$ cat src/rtl/cp0_exc_ctrl_pkg.sv
// Shared CP0 constants: exception codes, register indices, handler vector and mode encoding.
// Also holds the victim-PC to EPC alignment helper used when an exception is taken.
package cp0_exc_ctrl_pkg;

  localparam logic [4:0] EXC_INT  = 5'd0;
  localparam logic [4:0] EXC_ADEL = 5'd4;
  localparam logic [4:0] EXC_ADES = 5'd5;
  localparam logic [4:0] EXC_RI   = 5'd10;
  localparam logic [4:0] EXC_OV   = 5'd12;

  localparam logic [4:0] CP0_SR    = 5'd12;
  localparam logic [4:0] CP0_CAUSE = 5'd13;
  localparam logic [4:0] CP0_EPC   = 5'd14;
  localparam logic [4:0] CP0_PRID  = 5'd15;

  localparam logic [31:0] HANDLER_ADDR = 32'h0000_4180;

  // SR.IM and Cause.IP share the same bit position
  localparam int IM_LSB = 10;

  typedef enum logic {
    MODE_USER    = 1'b0,
    MODE_HANDLER = 1'b1
  } mode_e;

  // A delay-slot victim restarts at its branch, one word earlier
  function automatic logic [31:0] victim_epc(input logic [31:0] vpc, input logic bd);
    logic [31:0] pc;
    pc = bd ? (vpc - 32'd4) : vpc;
    return pc & ~32'h3;
  endfunction

endpackage

$ cat src/rtl/cp0_exc_ctrl_if.sv
// M-stage <-> CP0 signal bundle: mtc0/mfc0 access, victim info, interrupt lines, eret, Req/EPC.
// master = pipeline side, slave = CP0 block.
interface cp0_exc_ctrl_if #(
  parameter int HW_INT_W = 6
);
  logic                WE;
  logic [4:0]          CP0Addr;
  logic [31:0]         CP0In;
  logic [31:0]         CP0Out;
  logic [31:0]         VPC;
  logic                BDIn;
  logic [4:0]          ExcCodeIn;
  logic [HW_INT_W-1:0] HWInt;
  logic                EXLClr;
  logic [31:0]         EPCOut;
  logic                Req;

  modport master (
    output WE, CP0Addr, CP0In, VPC, BDIn, ExcCodeIn, HWInt, EXLClr,
    input  CP0Out, EPCOut, Req
  );

  modport slave (
    input  WE, CP0Addr, CP0In, VPC, BDIn, ExcCodeIn, HWInt, EXLClr,
    output CP0Out, EPCOut, Req
  );
endinterface

$ cat src/rtl/cp0_int_arb.sv
// Combinational interrupt/exception arbiter: masked interrupt request, pipeline exception request,
// and the code to latch into Cause (interrupt wins). Zero latency, no state.
module cp0_int_arb
  import cp0_exc_ctrl_pkg::*;
#(
  parameter int HW_INT_W = 6
) (
  input  logic [HW_INT_W-1:0] hwint,
  input  logic [HW_INT_W-1:0] im,
  input  logic                ie,
  input  logic                exl,
  input  logic [4:0]          exc_code_in,
  output logic                int_req,
  output logic                exc_req,
  output logic [4:0]          exc_code
);

  assign int_req  = (|(hwint & im)) & ie & ~exl;
  assign exc_req  = (exc_code_in != EXC_INT) & ~exl;
  assign exc_code = int_req ? EXC_INT : exc_code_in;

endmodule

$ cat src/rtl/cp0_exc_ctrl.sv
// CP0 register file (SR/Cause/EPC/PRId) with exception/interrupt request generation beside M.
// Req and EPCOut are combinational; register updates take effect on the next clk edge.
module cp0_exc_ctrl
  import cp0_exc_ctrl_pkg::*;
#(
  parameter logic [31:0] PRID_VAL = 32'h2023_0007,
  parameter int          HW_INT_W = 6
) (
  input  logic           clk,
  input  logic           reset,
  cp0_exc_ctrl_if.slave  cp0
);

  mode_e               mode_q, mode_d;
  logic [HW_INT_W-1:0] im_q;
  logic                ie_q;
  logic [HW_INT_W-1:0] ip_q;
  logic                bd_q;
  logic [4:0]          exc_code_q;
  logic [31:0]         epc_q;

  logic                exl;
  logic                int_req, exc_req, req;
  logic [4:0]          sel_code;
  logic                wr_sr, wr_epc;
  logic [31:0]         sr_word, cause_word;

  assign exl = (mode_q == MODE_HANDLER);

  cp0_int_arb #(.HW_INT_W(HW_INT_W)) u_arb (
    .hwint       (cp0.HWInt),
    .im          (im_q),
    .ie          (ie_q),
    .exl         (exl),
    .exc_code_in (cp0.ExcCodeIn),
    .int_req     (int_req),
    .exc_req     (exc_req),
    .exc_code    (sel_code)
  );

  // Gated by reset so Req drops the instant reset asserts, even with ExcCodeIn still set
  assign req    = (int_req | exc_req) & reset;
  assign wr_sr  = cp0.WE & (cp0.CP0Addr == CP0_SR)  & ~req;
  assign wr_epc = cp0.WE & (cp0.CP0Addr == CP0_EPC) & ~req;

  always_ff @(posedge clk or negedge reset) begin
    if (!reset) begin
      mode_q <= MODE_USER;
    end else begin
      mode_q <= mode_d;
    end
  end

  // eret overrides an mtc0 that tries to set EXL in the same cycle
  always_comb begin
    mode_d = mode_q;
    if (req) begin
      mode_d = MODE_HANDLER;
    end else begin
      if (wr_sr) begin
        mode_d = cp0.CP0In[1] ? MODE_HANDLER : MODE_USER;
      end
      if (cp0.EXLClr) begin
        mode_d = MODE_USER;
      end
    end
  end

  always_ff @(posedge clk or negedge reset) begin
    if (!reset) begin
      im_q       <= '0;
      ie_q       <= 1'b0;
      ip_q       <= '0;
      bd_q       <= 1'b0;
      exc_code_q <= EXC_INT;
      epc_q      <= '0;
    end else begin
      ip_q <= cp0.HWInt;
      if (req) begin
        bd_q       <= cp0.BDIn;
        exc_code_q <= sel_code;
        epc_q      <= victim_epc(cp0.VPC, cp0.BDIn);
      end else begin
        if (wr_sr) begin
          im_q <= cp0.CP0In[IM_LSB +: HW_INT_W];
          ie_q <= cp0.CP0In[0];
        end
        if (wr_epc) begin
          epc_q <= cp0.CP0In;
        end
      end
    end
  end

  always_comb begin
    sr_word                       = '0;
    sr_word[IM_LSB +: HW_INT_W]   = im_q;
    sr_word[1]                    = exl;
    sr_word[0]                    = ie_q;
    cause_word                    = '0;
    cause_word[31]                = bd_q;
    cause_word[IM_LSB +: HW_INT_W] = ip_q;
    cause_word[6:2]               = exc_code_q;
  end

  always_comb begin
    case (cp0.CP0Addr)
      CP0_SR:    cp0.CP0Out = sr_word;
      CP0_CAUSE: cp0.CP0Out = cause_word;
      CP0_EPC:   cp0.CP0Out = epc_q;
      CP0_PRID:  cp0.CP0Out = PRID_VAL;
      default:   cp0.CP0Out = '0;
    endcase
  end

  // An eret issued alongside an mtc0 EPC must return to the new address
  assign cp0.EPCOut = !reset  ? 32'h0 :
                      wr_epc ? cp0.CP0In : epc_q;

  assign cp0.Req = req;

endmodule
$ cat src/flat_wrapper.sv
// flat-port wrapper written by rule: the top's interface ports become plain ports
module cp0_exc_ctrl_flat import cp0_exc_ctrl_pkg::*;
#(
  parameter logic [31:0] PRID_VAL = 32'h2023_0007,
  parameter int          HW_INT_W = 6
)
  (clk, reset, cp0_WE, cp0_CP0Addr, cp0_CP0In, cp0_VPC, cp0_BDIn, cp0_ExcCodeIn, cp0_HWInt, cp0_EXLClr, cp0_CP0Out, cp0_EPCOut, cp0_Req);
  cp0_exc_ctrl_if #(.HW_INT_W(HW_INT_W)) cp0_i ();
  input  logic clk;
  input  logic reset;
  input wire logic [$bits(cp0_i.WE)-1:0] cp0_WE;
  input wire logic [$bits(cp0_i.CP0Addr)-1:0] cp0_CP0Addr;
  input wire logic [$bits(cp0_i.CP0In)-1:0] cp0_CP0In;
  input wire logic [$bits(cp0_i.VPC)-1:0] cp0_VPC;
  input wire logic [$bits(cp0_i.BDIn)-1:0] cp0_BDIn;
  input wire logic [$bits(cp0_i.ExcCodeIn)-1:0] cp0_ExcCodeIn;
  input wire logic [$bits(cp0_i.HWInt)-1:0] cp0_HWInt;
  input wire logic [$bits(cp0_i.EXLClr)-1:0] cp0_EXLClr;
  output wire logic [$bits(cp0_i.CP0Out)-1:0] cp0_CP0Out;
  output wire logic [$bits(cp0_i.EPCOut)-1:0] cp0_EPCOut;
  output wire logic [$bits(cp0_i.Req)-1:0] cp0_Req;
  assign cp0_i.WE = cp0_WE;
  assign cp0_i.CP0Addr = cp0_CP0Addr;
  assign cp0_i.CP0In = cp0_CP0In;
  assign cp0_i.VPC = cp0_VPC;
  assign cp0_i.BDIn = cp0_BDIn;
  assign cp0_i.ExcCodeIn = cp0_ExcCodeIn;
  assign cp0_i.HWInt = cp0_HWInt;
  assign cp0_i.EXLClr = cp0_EXLClr;
  assign cp0_CP0Out = cp0_i.CP0Out;
  assign cp0_EPCOut = cp0_i.EPCOut;
  assign cp0_Req = cp0_i.Req;
  cp0_exc_ctrl #(.PRID_VAL(PRID_VAL), .HW_INT_W(HW_INT_W)) u_core (.clk(clk), .reset(reset), .cp0(cp0_i));
endmodule
$ cat config.mk
export PLATFORM = sky130hd
export DESIGN_NAME = cp0_exc_ctrl_flat
export DESIGN_NICKNAME = d
export VERILOG_FILES = /design/src/rtl/cp0_exc_ctrl_pkg.sv /design/src/rtl/cp0_exc_ctrl_if.sv /design/src/rtl/cp0_int_arb.sv /design/src/rtl/cp0_exc_ctrl.sv /design/src/flat_wrapper.sv
export SDC_FILE = /design/constraint.sdc
export NUM_CORES = 1
export LEC_CHECK = 0
export CAP_MARGIN = 20
export CORE_MARGIN = 1
export CORE_UTILIZATION = 40
export DETAILED_ROUTE_END_ITERATION = 10
export PLACE_DENSITY = 0.77
export SLEW_MARGIN = 20
export SYNTH_ARGS = -nofsm -noshare
export SYNTH_HDL_FRONTEND = slang
export SYNTH_SLANG_ARGS = --single-unit
$ cat constraint.sdc
create_clock -name clk -period 3.8 [get_ports clk]
set_clock_uncertainty 0.1 [all_clocks]
set_input_delay 0.38 -clock clk [delete_from_list [all_inputs] [get_ports clk]]
set_output_delay 0.38 -clock clk [all_outputs]
set_load 0.02 [all_outputs]
==> results_dict.tcl <==
set metrics [dict create \
    cts_setup_buffers 0 \
    ctsHoldBuffers 0 \
    grtUsageTotal_pct 29.9 \
    yosys.area.top_type "dfrtp_1" \
    cp_max_fo 18 \
    clkTransAtPathRegs_ns 0.10 \
    io_pins 150 \
    cp-start-kind "input port" \
    finalWeightedCongestion 0.918 \
    syn_nets 576 \
    setup_violations 0 \
    synthFlopType "dfrtp_1" \
    drtAntennaViolNets 0 \
    grt_pass1_vias 4682 \
    fin_setup_tns_ns 0 \
    cts_resized 0 \
    synth_top_area_share_pct 31.7 \
    synthMuxAreaShare_pct 10.7 \
    max_slew.worst_pin.slew_ns 1.10 \
    n_antenna_cell 0 \
    cts.htree.levels 2 \
    clock-root-buffer "clkbuf_8" \
    synth_compound_area_share_pct 26.9 \
    grt_start_max_net_pins 54 \
    hpwlAfterDp_mm 11.2 \
    p_per_area_mw_per_mm2 358 \
    grt_pass1_wl_mm 24.1 \
    async_flop_share_pct 100 \
    worstHoldPathType "in -> async" \
    drive_gt1_share_pct 9.42 \
    status "complete, no violations" \
    slew_viol_final 0 \
    dp_slack_ns 0.283 \
    drt_wl_total_mm 15.9 \
    max-slew-margin-rel_pct 26.7 \
    post_drt_wl_per_cell_um 21.2 \
    worstSetupEndpointType "output port" \
    cts_buffers 5 \
    vias_per_cell 6.52 \
    die_h_um 103 \
    clk-insertion-delay-late_ns 0.31 \
    synth_top_family_by_area "compound AO/OA/AOI/OAI gates" \
    antenna_found_initial 0 \
    die_area_mm2 0.0107 \
    layout_commonest_cell "clkdlybuf4s50_1" \
    drtIter0Drc 446 \
    port_buffers 147 \
    clock-sinks 52 \
    fmax_mhz 278 \
    setup_ws_ns 0.201 \
    p_leak_nw 2.13 \
    drtPass1Iterations 5 \
    maxCapViolCount 0 \
    initial_core_util_pct 41.6 \
    syn_inst 490 \
    core-area_mm2 0.00986 \
    cp-startpoint "cp0_ExcCodeIn[1]" \
    required_ns 3.32 \
    period_minus_slack_ns 3.60 \
    drc 0 \
    overflow 0 \
    holdWs_ns 0.106 \
    synthToLayoutAreaGrowth_pct 43.9 \
    reg2reg_from "u_core.exl" \
    synth-simple-area-share_pct 21.2 \
    ys_seq_elements 52 \
    num_rows 36 \
    finalHoldViolCount 0 \
    post-route-period-util_pct 94.7 \
    ys_seq_area_share_pct 31.7 \
    clock_path_buffers 2 \
    yosysUniqueCellTypes 49 \
    num_vias 4881 \
    cts_tree "yes" \
    rsz0062_at_grt "false" \
    fill_cells 867 \
    yosys.area_share.adder_pct 0.305 \
    netlist_area_mm2 0.00410 \
    vdd_drop_max_mv 0.184 \
    worstSetupPathType "in -> out" \
    synth_area_leaders "dfrtp_1 32%, mux2i_1 8.5%, o31ai_1 7.9%" \
    mostFrequentLayoutCells "146 x clkdlybuf4s50_1, 52 x dfrtp_1, 43 x a21oi_1, 43 x o31ai_1" \
    nets 701 \
    die_w_um 103 \
    avgSynthCellArea_um2 8.37 \
    cp.arrival_ns 3.12 \
    synth_xor_xnor_area_share_pct 2.56 \
    ys_warn_count 0 \
    synth_edf_count 0 \
]
-- power breakdown --
group	switching (mW)	internal, mW
combinational	0.448	0.380
clock	0.193	0.329
sequential	0.0936	0.669
-- state kept, by name (all words and copies together) (netlist names) --
| name | flops |
|---|---|
| u_core.epc_q | 32 |
| u_core.im_q | 6 |
| u_core.ip_q | 6 |
| u_core.exc_code_q | 5 |
| u_core.bd_q | 1 |
| u_core.exl | 1 |
| u_core.ie_q | 1 |
-- kinds of logic (layout without fill, tap and decap cells) --
logic type,Yosys count,in the layout
xor gates and xnor gates,12,12
DFF,52,52
adders and majority gates,1,1
muxes,43,43
buffers and inverters,69,195
AOI/OAI and AO/OA,165,165
and+or+nand+nor,148,148
-- synthesized netlist by cell type (2+ instances only) --
cell / count
buf_2: 7
nand4b_1: 3
mux2_2: 8
buf_1: 2
a22oi_1: 8
or3_1: 6
nor2b_1: 3
or4_1: 12
clkbuf_1: 42
o21a_1: 2
nand3_1: 3
a2111oi_0: 14
a31oi_1: 29
xor2_1: 8
o32ai_1: 3
inv_1: 18
and3_1: 5
nand2_1: 14
a22o_1: 5
nand4_1: 35
nor2_1: 32
o21ai_0: 10
o31ai_1: 43
o31a_1: 2
or4_2: 2
nor4_1: 3
or2_2: 2
a21oi_1: 43
xnor2_1: 4
a2bb2oi_1: 3
dfrtp_1: 52
mux2i_1: 35
nor3_1: 12
nand2b_1: 5
-- critical path, cell delays in order --
cell             delay (ns)
clkdlybuf4s50_1        0.43
or4_1                  0.58
o21ai_2                0.41
buf_4                  0.37
nand4_1                0.13
a21oi_1                0.16
clkdlybuf4s50_1        0.65
-- final timing paths --
kind | depth (start not counted) | slack, ns | endpoint
max | 7 | 0.20 | cp0_EPCOut[17]
min | 2 | 0.11 | u_core.epc_q[6]
max reg2reg | 6 | 1.14 | u_core.bd_q
min reg2reg | 1 | 0.44 | u_core.exc_code_q[0]
max in group asynchronous | 2 | 3.01 | u_core.epc_q[19]
min in group clk | 1 | 0.44 | u_core.exc_code_q[0]
-- routing by layer --
metal	GRT usage (%)	part of all wire [%]	up-vias
met2	49.2	48	313
li1	-	-	2160
met5	0	0	-
met1	39.7	40	2355
met3	2.82	8.9	53
met4	14.0	3.2	0
-- final cells by class --
type	instances	area (um2)	area share, %
Timing Repair Buffer	169	1640	27.9
Inverter	18	67.6	1.15
Tap cell	133	166	2.82
Sequential cell	52	1300	22.1
Multi-Input combinational cell	369	2560	43.4
Clock inverter	3	90.1	1.53
Clock buffer	5	68.8	1.17
-- through the flow --
step | total power, mW | utilization, % | instance area [um2] | std cells
floorplan | 1.20 | - | 4100 | 490
global placement | 1.56 | 58.2 | 5740 | 741
detailed placement | 1.58 | 58.2 | 5740 | 741
CTS | 2.10 | 59.8 | 5900 | 749
global route | 2.21 | 59.8 | 5900 | 749
finish | 2.11 | 59.8 | 5900 | 749
Note: power is estimated with default switching activity, not from simulation.
